### src/rtl/msj_ramp_pkg.sv
// -----------------------------------------------------------------------------
// msj_ramp_pkg
// Shared types, limits and the saturating adder used by the setpoint ramp
// stage (msj_setpoint_ramp) and its helpers.
//   ramp_state_t : state encoding of the time-multiplexed step engine
//   SP_MAX/SP_MIN: signed 32-bit setpoint / target limits
//   sat_add32    : a + b computed on 33 bits, clamped to [SP_MIN, SP_MAX]
// -----------------------------------------------------------------------------
package msj_ramp_pkg;

  typedef enum logic [1:0] {
    ST_IDLE  = 2'd0,
    ST_CALC  = 2'd1,
    ST_APPLY = 2'd2
  } ramp_state_t;

  localparam logic signed [31:0] SP_MAX = 32'sh7fff_ffff;
  localparam logic signed [31:0] SP_MIN = 32'sh8000_0000;

  function automatic logic signed [31:0] sat_add32(input logic signed [31:0] a,
                                                   input logic signed [31:0] b);
    logic [32:0] sum;
    sum = {a[31], a} + {b[31], b};
    // The two top bits disagree only when the true sum left the 32-bit range.
    if (sum[32] != sum[31]) begin
      return sum[32] ? SP_MIN : SP_MAX;
    end
    return sum[31:0];
  endfunction

endpackage

### src/rtl/msj_button_debounce.sv
// -----------------------------------------------------------------------------
// msj_button_debounce
// Debounces one active-low, asynchronous push button and emits a one-cycle
// pulse on each debounced press (falling edge of the raw level).
//   clock    : system clock
//   reset    : synchronous, active-high; button reads "released"
//   button_n : raw active-low button level
//   fall     : one-cycle pulse when a press has been stable for WINDOW_CYCLES
// -----------------------------------------------------------------------------
module msj_button_debounce #(
  parameter int WINDOW_CYCLES = 1_000_000
) (
  input  logic clock,
  input  logic reset,
  input  logic button_n,
  output logic fall
);

  localparam int CNT_W = $clog2(WINDOW_CYCLES + 1);

  logic             sync_meta;
  logic             sync_q;
  logic             stable_q;
  logic [CNT_W-1:0] count_q;

  // NOTE: sequential state uses non-blocking assignments so every flop samples
  // the pre-edge values; blocking here would collapse the synchronizer chain.
  always_ff @(posedge clock) begin
    if (reset) begin
      sync_meta <= 1'b1;
      sync_q    <= 1'b1;
      stable_q  <= 1'b1;
      count_q   <= '0;
      fall      <= 1'b0;
    end else begin
      sync_meta <= button_n;
      sync_q    <= sync_meta;
      fall      <= 1'b0;
      if (sync_q == stable_q) begin
        // Any bounce back to the accepted level restarts the window.
        count_q <= '0;
      end else if (count_q == CNT_W'(WINDOW_CYCLES - 1)) begin
        stable_q <= sync_q;
        count_q  <= '0;
        fall     <= ~sync_q;
      end else begin
        count_q <= count_q + 1'b1;
      end
    end
  end

endmodule

### src/rtl/msj_setpoint_ramp.sv
// -----------------------------------------------------------------------------
// msj_setpoint_ramp
// Per-motor setpoint trajectory stage: holds a target per motor and walks the
// controller setpoint toward it by at most max_step counts per update pulse,
// using one shared IDLE -> CALC -> APPLY arithmetic path served round-robin.
//
// Build option: define MSJ_SP_BUTTONS_EN to build the button debouncers and
// button-driven target changes; otherwise the button ports are ignored.
//
// Ports:
//   clock, reset        : clock, synchronous active-high reset
//   target_write        : strobe loading target_value into target[target_motor]
//   target_motor        : motor index (>= NUMBER_OF_MOTORS is ignored)
//   target_value        : signed 32-bit target
//   max_step            : per-step limit, 0 = jump straight to target
//   update[i]           : request one ramp step for motor i
//   hold                : targets track the current setpoints
//   pull_buttons[i]     : active-low, +BUTTON_STEP on target i
//   release_buttons[i]  : active-low, -BUTTON_STEP on target i
//   release_all_button  : active-low, -BUTTON_STEP on every target
//   zero_pose_button    : active-low, every target to 0
//   sp                  : flattened setpoints, motor i at [32i+31:32i]
//   sp_valid[i]         : pulse the cycle after sp[i] is written
//   at_target[i]        : registered sp[i] == target[i]
// -----------------------------------------------------------------------------
module msj_setpoint_ramp
  import msj_ramp_pkg::*;
#(
  parameter int NUMBER_OF_MOTORS = 6,
  parameter int CLOCK_SPEED_HZ   = 50_000_000,
  parameter int BUTTON_STEP      = 10,
  parameter int DEBOUNCE_MS      = 20
) (
  input  logic                             clock,
  input  logic                             reset,
  input  logic                             target_write,
  input  logic [7:0]                       target_motor,
  input  logic signed [31:0]               target_value,
  input  logic [15:0]                      max_step,
  input  logic [NUMBER_OF_MOTORS-1:0]      update,
  input  logic                             hold,
  input  logic [NUMBER_OF_MOTORS-1:0]      pull_buttons,
  input  logic [NUMBER_OF_MOTORS-1:0]      release_buttons,
  input  logic                             release_all_button,
  input  logic                             zero_pose_button,
  output logic [32*NUMBER_OF_MOTORS-1:0]   sp,
  output logic [NUMBER_OF_MOTORS-1:0]      sp_valid,
  output logic [NUMBER_OF_MOTORS-1:0]      at_target
);

  localparam int N     = NUMBER_OF_MOTORS;
  localparam int IDX_W = (N > 1) ? $clog2(N) : 1;
  localparam logic signed [31:0] BUTTON_DELTA = 32'(BUTTON_STEP);

  // ---------------------------------------------------------------------------
  // Button edges
  // ---------------------------------------------------------------------------
  logic [N-1:0] pull_edge;
  logic [N-1:0] release_edge;
  logic         zero_edge;
  logic         release_all_edge;

`ifdef MSJ_SP_BUTTONS_EN
  localparam int WINDOW_RAW = CLOCK_SPEED_HZ / 1000 * DEBOUNCE_MS;
  localparam int WINDOW     = (WINDOW_RAW < 1) ? 1 : WINDOW_RAW;

  for (genvar i = 0; i < N; i++) begin : g_motor_buttons
    msj_button_debounce #(.WINDOW_CYCLES(WINDOW)) u_pull (
      .clock   (clock),
      .reset   (reset),
      .button_n(pull_buttons[i]),
      .fall    (pull_edge[i])
    );
    msj_button_debounce #(.WINDOW_CYCLES(WINDOW)) u_release (
      .clock   (clock),
      .reset   (reset),
      .button_n(release_buttons[i]),
      .fall    (release_edge[i])
    );
  end

  msj_button_debounce #(.WINDOW_CYCLES(WINDOW)) u_zero_pose (
    .clock   (clock),
    .reset   (reset),
    .button_n(zero_pose_button),
    .fall    (zero_edge)
  );
  msj_button_debounce #(.WINDOW_CYCLES(WINDOW)) u_release_all (
    .clock   (clock),
    .reset   (reset),
    .button_n(release_all_button),
    .fall    (release_all_edge)
  );
`else
  assign pull_edge        = '0;
  assign release_edge     = '0;
  assign zero_edge        = 1'b0;
  assign release_all_edge = 1'b0;

  logic unused_buttons;
  assign unused_buttons = ^{pull_buttons, release_buttons, release_all_button,
                            zero_pose_button, 32'(CLOCK_SPEED_HZ), 32'(DEBOUNCE_MS)};
`endif

  // ---------------------------------------------------------------------------
  // State
  // ---------------------------------------------------------------------------
  ramp_state_t        state;
  logic [IDX_W-1:0]   ptr;
  logic [IDX_W-1:0]   cur_idx;
  logic [N-1:0]       pending;
  logic [N-1:0]       applied;
  logic signed [32:0] diff;
  logic signed [31:0] sp_q     [N];
  logic signed [31:0] target_q [N];

  // ---------------------------------------------------------------------------
  // Round-robin scan and step arithmetic
  // ---------------------------------------------------------------------------
  logic               scan_found;
  logic [IDX_W-1:0]   scan_idx;
  int                 scan_cand;
  logic [N-1:0]       apply_clear;
  logic signed [31:0] sp_cur;
  logic signed [31:0] next_sp;
  logic [32:0]        abs_diff;

  // NOTE: every variable driven here gets a default first so no path leaves
  // it unassigned, which would otherwise infer a latch.
  always_comb begin
    scan_found = 1'b0;
    scan_idx   = '0;
    scan_cand  = 0;
    for (int o = 0; o < N; o++) begin
      scan_cand = int'(ptr) + o;
      if (scan_cand >= N) scan_cand = scan_cand - N;
      if (!scan_found && pending[IDX_W'(scan_cand)]) begin
        scan_found = 1'b1;
        scan_idx   = IDX_W'(scan_cand);
      end
    end

    apply_clear = '0;
    if (state == ST_APPLY) apply_clear[cur_idx] = 1'b1;

    sp_cur   = sp_q[cur_idx];
    abs_diff = diff[32] ? 33'(-diff) : 33'(diff);
    // The registered diff is applied, so a target change during the step
    // only matters at the next service of this motor.
    if (max_step == 16'd0 || abs_diff <= {17'd0, max_step}) begin
      next_sp = sp_cur + diff[31:0];
    end else if (diff[32]) begin
      next_sp = sp_cur - 32'(max_step);
    end else begin
      next_sp = sp_cur + 32'(max_step);
    end
  end

  // ---------------------------------------------------------------------------
  // Step engine
  // ---------------------------------------------------------------------------
  always_ff @(posedge clock) begin
    if (reset) begin
      state   <= ST_IDLE;
      ptr     <= '0;
      cur_idx <= '0;
      diff    <= '0;
      pending <= '0;
      applied <= '0;
    end else begin
      // A new request in the clearing cycle survives.
      pending <= (pending & ~apply_clear) | update;
      applied <= '0;
      case (state)
        ST_IDLE: begin
          if (scan_found) begin
            cur_idx <= scan_idx;
            state   <= ST_CALC;
          end
        end
        ST_CALC: begin
          diff  <= {target_q[cur_idx][31], target_q[cur_idx]}
                 - {sp_q[cur_idx][31], sp_q[cur_idx]};
          state <= ST_APPLY;
        end
        ST_APPLY: begin
          applied[cur_idx] <= 1'b1;
          ptr   <= (cur_idx == IDX_W'(N - 1)) ? '0 : cur_idx + 1'b1;
          state <= ST_IDLE;
        end
        default: state <= ST_IDLE;
      endcase
    end
  end

  // ---------------------------------------------------------------------------
  // Setpoints and targets
  // ---------------------------------------------------------------------------
  // NOTE: these per-motor arrays are reset explicitly; the PD controllers read
  // sp straight out of reset, so it must be a known 0, not RAM garbage.
  always_ff @(posedge clock) begin
    if (reset) begin
      for (int i = 0; i < N; i++) sp_q[i] <= '0;
    end else if (state == ST_APPLY) begin
      sp_q[cur_idx] <= next_sp;
    end
  end

  always_ff @(posedge clock) begin
    if (reset) begin
      for (int i = 0; i < N; i++) target_q[i] <= '0;
    end else begin
      for (int i = 0; i < N; i++) begin
        if (hold) begin
          target_q[i] <= sp_q[i];
        end else if (zero_edge) begin
          target_q[i] <= '0;
        end else if (target_write && target_motor == 8'(i)) begin
          target_q[i] <= target_value;
        end else if (release_all_edge) begin
          target_q[i] <= sat_add32(target_q[i], -BUTTON_DELTA);
        end else if (pull_edge[i] && !release_edge[i]) begin
          target_q[i] <= sat_add32(target_q[i], BUTTON_DELTA);
        end else if (release_edge[i] && !pull_edge[i]) begin
          target_q[i] <= sat_add32(target_q[i], -BUTTON_DELTA);
        end
      end
    end
  end

  // ---------------------------------------------------------------------------
  // Outputs
  // ---------------------------------------------------------------------------
  always_ff @(posedge clock) begin
    if (reset) begin
      sp_valid  <= '0;
      at_target <= '1;
    end else begin
      sp_valid <= applied;
      for (int i = 0; i < N; i++) at_target[i] <= (sp_q[i] == target_q[i]);
    end
  end

  always_comb begin
    sp = '0;
    for (int i = 0; i < N; i++) sp[32*i +: 32] = sp_q[i];
  end

endmodule
### config.mk
export PLATFORM = sky130hd
export DESIGN_NAME = msj_setpoint_ramp
export DESIGN_NICKNAME = d
export VERILOG_FILES = /design/src/rtl/msj_ramp_pkg.sv /design/src/rtl/msj_button_debounce.sv /design/src/rtl/msj_setpoint_ramp.sv
export SDC_FILE = /design/constraint.sdc
export NUM_CORES = 1
export LEC_CHECK = 0
export CELL_PAD_IN_SITES_DETAIL_PLACEMENT = 0
export CELL_PAD_IN_SITES_GLOBAL_PLACEMENT = 1
export CORE_ASPECT_RATIO = 1.1
export CORE_MARGIN = 1.5
export CORE_UTILIZATION = 43
export DETAILED_ROUTE_END_ITERATION = 12
export HOLD_SLACK_MARGIN = 0.1
export PLACE_DENSITY = 0.84
export SYNTH_ARGS = -nofsm -noshare
export SYNTH_HDL_FRONTEND = slang
export SYNTH_SLANG_ARGS = --single-unit
### constraint.sdc
create_clock -name clock -period 6.95 [get_ports clock]
set_input_delay 0.695 -clock clock [delete_from_list [all_inputs] [get_ports clock]]
set_output_delay 0.695 -clock clock [all_outputs]
set_load 0.1 [all_outputs]
Word-level counts from Yosys, hierarchy flattened

Memory sizes are Yosys's and may differ from the RTL's. A register that Yosys moved wholly into a read port is not among the register bits.
Index checks and enable logic that the tools add are counted.

Output and inout port bits: 204
Memories kept: 2
Memory bits (writable): 384
Register bits after elaboration: 65

Bitwise logic cells: 15
Eq/ne operators: 15
Order comparisons: 15
Muxes and demuxes: 96
Reductions and logical operators: 23
$add $sub $neg: 17

Memory list:

| memory   | words | width | read ports | clocked after Yosys merged registers in | write ports | RTL line                 | text |
|---|---|---|---|---|---|---|---|
| sp_q     | 6     | 32    | 7          | 1                                       | 6           | msj_setpoint_ramp.sv:114 | `logic signed [31:0] sp_q [N];` |
| target_q | 6     | 32    | 7          | 1                                       | 6           | msj_setpoint_ramp.sv:115 | `logic signed [31:0] target_q [N];` |

Operators with widths:

| kind                  | number |
|---|---|
| $mux W32              | 15 |
| $eq A32 B32 Y1        | 6 |
| $mux W3               | 18 |
| $mux W1               | 52 |
| $le A33 B16 Y1        | 1 |
| $mux W33              | 1 |
| $neg A33 Y33          | 1 |
| $sub A32 B32 Y33      | 1 |
| $add A32 B16 Y32      | 1 |
| $add A32 B32 Y32      | 1 |
| $reduce_or A32 Y1     | 1 |
| $sub A32 B16 Y32      | 1 |
| $lt A3 B5 Y1 const B  | 6 |
| $ge A4 B3 Y1 const B  | 5 |
| $bmux W1 S3           | 6 |
| $sub A3 B3 Y3 const B | 6 |
| $eq A8 B2 Y1 const B  | 2 |
| $eq A8 B3 Y1 const B  | 2 |
| $logic_not A16 Y1     | 1 |
| $logic_and A1 B1 Y1   | 12 |
| $or A1 B1 Y1          | 12 |
| $add A3 B2 Y4 const B | 2 |
| $add A3 B3 Y4 const B | 2 |
| $eq A8 B1 Y1 const B  | 1 |
| other kinds (21)      | 25 |

Longest topological paths before layout

Gate-level depths: netlist of the first run.

Word-level depth: 24
Mapped depth: 34
Depth with buffers taken out: 29

Worst setup path after synthesis of the first run

No wires, ideal clock.

Kind: register -> register
Start: reg diff[32]
End: mem sp_q[5][30], data pin
Data required time: 6.704 ns
Setup time: 0.246 ns
Stages on the path, launching flop included: 34
Path slack: -0.465 ns
Clock period less this slack: 7.415 ns
Data arrival time: 7.168 ns
Cells stage by stage: dfxtp_1 clkbuf_1 clkbuf_1 buf_1 clkbuf_1 buf_1 clkbuf_1 o31ai_1 xnor2_1 ha_1 a211o_1 o211ai_1 a21oi_1 nor3_1 o32ai_1 or4_4 nor4b_4 nor2_1 buf_2 buf_2 nand2_1 o21ai_1 ha_1 fa_1 a21o_1 a21oi_1 o21ai_0 nand2_1 o31ai_1 a211oi_1 o31a_1 o211ai_1 clkbuf_1 o311ai_0

RTL lines:

| element                | RTL line                 | text |
|---|---|---|
| start, declared        | msj_setpoint_ramp.sv:113 | `logic signed [32:0] diff;` |
| start signal, assigned | msj_setpoint_ramp.sv:182 | `diff <= {target_q[cur_idx][31], target_q[cur_idx]}` |
| end, declared          | msj_setpoint_ramp.sv:114 |  |

==> run_results.csv, run 1 <==
group,metric,value,unit
yosys,synth-seq-area-share,48.66,%
power,p_sw_share,42.33,%
final_layout,drive_above_1_share,17.11,%
yosys,ys.warnings.count,0,
final_layout,syn_to_final_growth,23.47,%
timing,maxSlewViolCount,0,
yosys,synth_edf_count,448,
clock_tree,ctsHoldBuffers,0,
clock_tree,clockBufferDepth,3,
timing,setup_viol,0,
yosys,syn_nets,2849,
worst_setup_path,critPathArrivalTime,7.25,ns
final_layout,postLayoutCellArea,37590,sq um
power,switching_power,6082,uW
final_layout,final_common_cell,"edfxtp_1",
final_layout,fillers,6023,
yosys,synth_area_leaders,"edfxtp_1 (44%), mux4_2 (7.1%), xnor2_1 (6.3%)",
timing,final.setup.tns,0,ns
grt,grt_pass1_wl,174900,um
timing,clock_skew,0.02193,ns
placed_design,place_area,35160,sq um
route,firstDrtPassIters,6,
floorplanning,start_util,43.37,%
route,routedWlPerCell,30.83,um
clock_tree,cts.root.buffer_cell,"clkbuf_16",
run_status,outcome,"finished, final reports clean",
floorplanning,core.rowCount,102,
floorplanning,io_pins,284,
route,ant_nets,0,
placed_design,io_buffers,269,
timing,rsz0062_at_grt,"true",
grt,overflow,0,
worst_setup_path,cpMostUsedCell,"buf_4",
hold_path,hp-start,"applied[4]$_SDFF_PP0_",
worst_setup_path,critPathCaptureType,"register",
grt,antenna_found_initial,8,
final_layout,layout_common_cells,"edfxtp_1 (448), nor2_1 (287), clkdlybuf4s50_1 (266)",
route,drcViolationCount,0,
yosys,synth.distinct_cells,83,
power,powerDensity,382.3,nW/um^2
worst_setup_path,r2r_start,"diff[1]$_SDFFE_PP0N_",
floorplanning,die-area,72410,sq um
power,clkPwrFrac,21.6,%
clock_tree,numCtsBuffers,51,
yosys,synth_area_per_cell,11.39,sq um
worst_setup_path,crit_type,"register to register",
timing,hold_viol_final,0,
timing,fin_crit_sh,99.63,%
power,peakVddDrop,260.1,uV
grt,grt_max_degree,193,
timing,finalCriticalPeriod,6.924,ns
route,viasPerCell,6.362,
power,p_seq_share,27.9,%
floorplanning,dieHeight,282.1,um
yosys,synthesis.area,30450,sq um
yosys,yosysTopAreaCell,"edfxtp_1",
timing,max_clock_freq,144.4,MHz
placed_design,place_congestion,1.026,
power,comb_power_share,50.5,%
floorplanning,die_x,256.7,um
worst_setup_path,slowest_stage,"or4_4",
clock_tree,h-tree-depth,2,
worst_setup_path,start_kind,"register",
grt,grt_util_all_layers,33.41,%
yosys,ys_async_sr_fraction,0,%
floorplanning,coreArea,70190,sq um
final_layout,finalNetCount,3208,
worst_setup_path,startpoint,"diff[1]$_SDFFE_PP0N_",
hold_path,hp-class,"register to register",
placed_design,hpwlAfterDp,89370,um
clock_tree,clock_sinks,516,
worst_setup_path,crit_required,7.27,ns
clock_tree,cts_tree,"built",
route,drtIter0Drc,3538,
final_layout,fin_util,53.56,%
route,drt-total-wl,123700,um
grt,grt_pass1_vias,24450,
power,leakage,0.01396,uW
yosys,synth_flop_cell,"edfxtp_1",
yosys,syn_inst,2672,
clock_tree,insertion_delay,0.63,ns
route,vias,25530,
timing,slew_headroom,12.99,%
clock_tree,clk_pin_slew_worst_paths,0.07,ns
yosys,synth_top_area_share,44.19,%
worst_setup_path,crit_fanout,11,
yosys,synth_seq_cells,516,
worst_setup_path,slowest_delay,0.54,ns
flow_run,maxCapViolCount,0,
timing,tightest_slew,1.302,ns
power,p_int,8288,uW
power groups by stage:
stage	clock, uW	sequential (uW)	combinational, uW
floorplan	0	4360	3690
global placement	0	4040	6620
detailed placement	0	4050	6650
CTS	3110	3990	6740
global route	3220	4030	7690
finish	3110	4010	7260
metal layers:
layer | vias to the layer above | wire, um | track usage (%)
li1 | 10810 | - | -
met1 | 12600 | 45430 | 41.39
met2 | 1784 | 57790 | 54.94
met3 | 335 | 13120 | 7.545
met4 | 4 | 7359 | 17.13
met5 | - | 23 | 0
cells by family (layout without fill, tap and decap cells):
group | count (synthesis) | in the layout | share of synthesized area [%]
xor+xnor | 287 | 287 | 8.256
fa+ha+maj | 97 | 97 | 4.036
other cells | 0 | 3 | 0
simple gates | 716 | 717 | 11.38
mux | 189 | 189 | 10.19
buf+inv | 269 | 670 | 3.362
flops | 516 | 516 | 48.66
compound gates | 598 | 598 | 14.12
critical path, delay by kind of cell (launching register included):
kind / cells / cell delay, ns
flip-flops: 1 / 0.31
adder cells (fa/ha/maj): 3 / 0.69
AO/OA/AOI/OAI: 11 / 1.71
AND/OR/NAND/NOR: 10 / 2.51
buffers and inverters: 7 / 1.12
XOR/XNOR: 2 / 0.27
synthesized netlist by cell type, drive strengths merged (48+ instances only):
library cell and n:
edfxtp 448, nor2 301, xnor2 218, a22o 195
a21oi 148, clkbuf 127, nand2 119, inv 114
mux4 96, ha 95, mux2i 85, o21ai 73
xor2 69, dfxtp 68, nand4 48
repair_timing:
action | CTS | global route
setup buffers | 1 | 18
pin swaps | 1 | 42
resized for setup | 13 | 85
setup endpoints to repair | 97 | 152
cloned | 0 | 1
registers in the layout (all words and copies together) (netlist names), named ones only:
| name | flops |
|---|---|
| sp_q | 256 |
| ptr | 3 |
| sp_valid | 6 |
| state | 2 |
| at_target | 6 |
| diff | 33 |
| applied | 6 |
| target_q | 192 |
| pending | 6 |
| cur_idx | 3 |
per-stage QoR:
| stage | hold WS (ns) | std cells | power [uW] | worst slack, ns |
|---|---|---|---|---|
| floorplan | 0.4138 | 2672 | 8050 | -0.001296 |
| global placement | 0.4306 | 3895 | 10660 | -0.3445 |
| detailed placement | 0.4212 | 3895 | 10700 | -0.3858 |
| CTS | 0.4428 | 3992 | 13830 | 0.004206 |
| global route | 0.4555 | 4010 | 14940 | -0.2154 |
| finish | 0.4396 | 4013 | 14370 | 0.02577 |
final cells by class:
type	count	area (sq um)	share of cell area (%)
diodes	3	7.507	0.01997
clock buffers	61	1373	3.651
clock inverters	35	506.7	1.348
inverters	114	427.9	1.138
multi-input cells	1888	15100	40.17
flip-flops and latches	516	14830	39.44
well taps	936	1171	3.115
repair buffers	460	4178	11.11
path summary, 6_finish.rpt:
kind	endpoint	slack [ns]	depth (start not counted)
worst max register to register	sp_q[6][24]$_DFFE_PP_	0.03	33
worst max-delay path	sp_q[6][24]$_DFFE_PP_	0.03	33
worst min-delay path	sp_valid[4]$_SDFF_PP0_	0.44	1
worst min register to register	sp_valid[4]$_SDFF_PP0_	0.44	1
Power figures use the tool's default switching activity.
==> inputs of run 2 (changes only) <==
- HOLD_SLACK_MARGIN: 0.1 -> unset
==> results of run 2 <==
No change in the layout: final DEF, timing and power equal those of run 1.
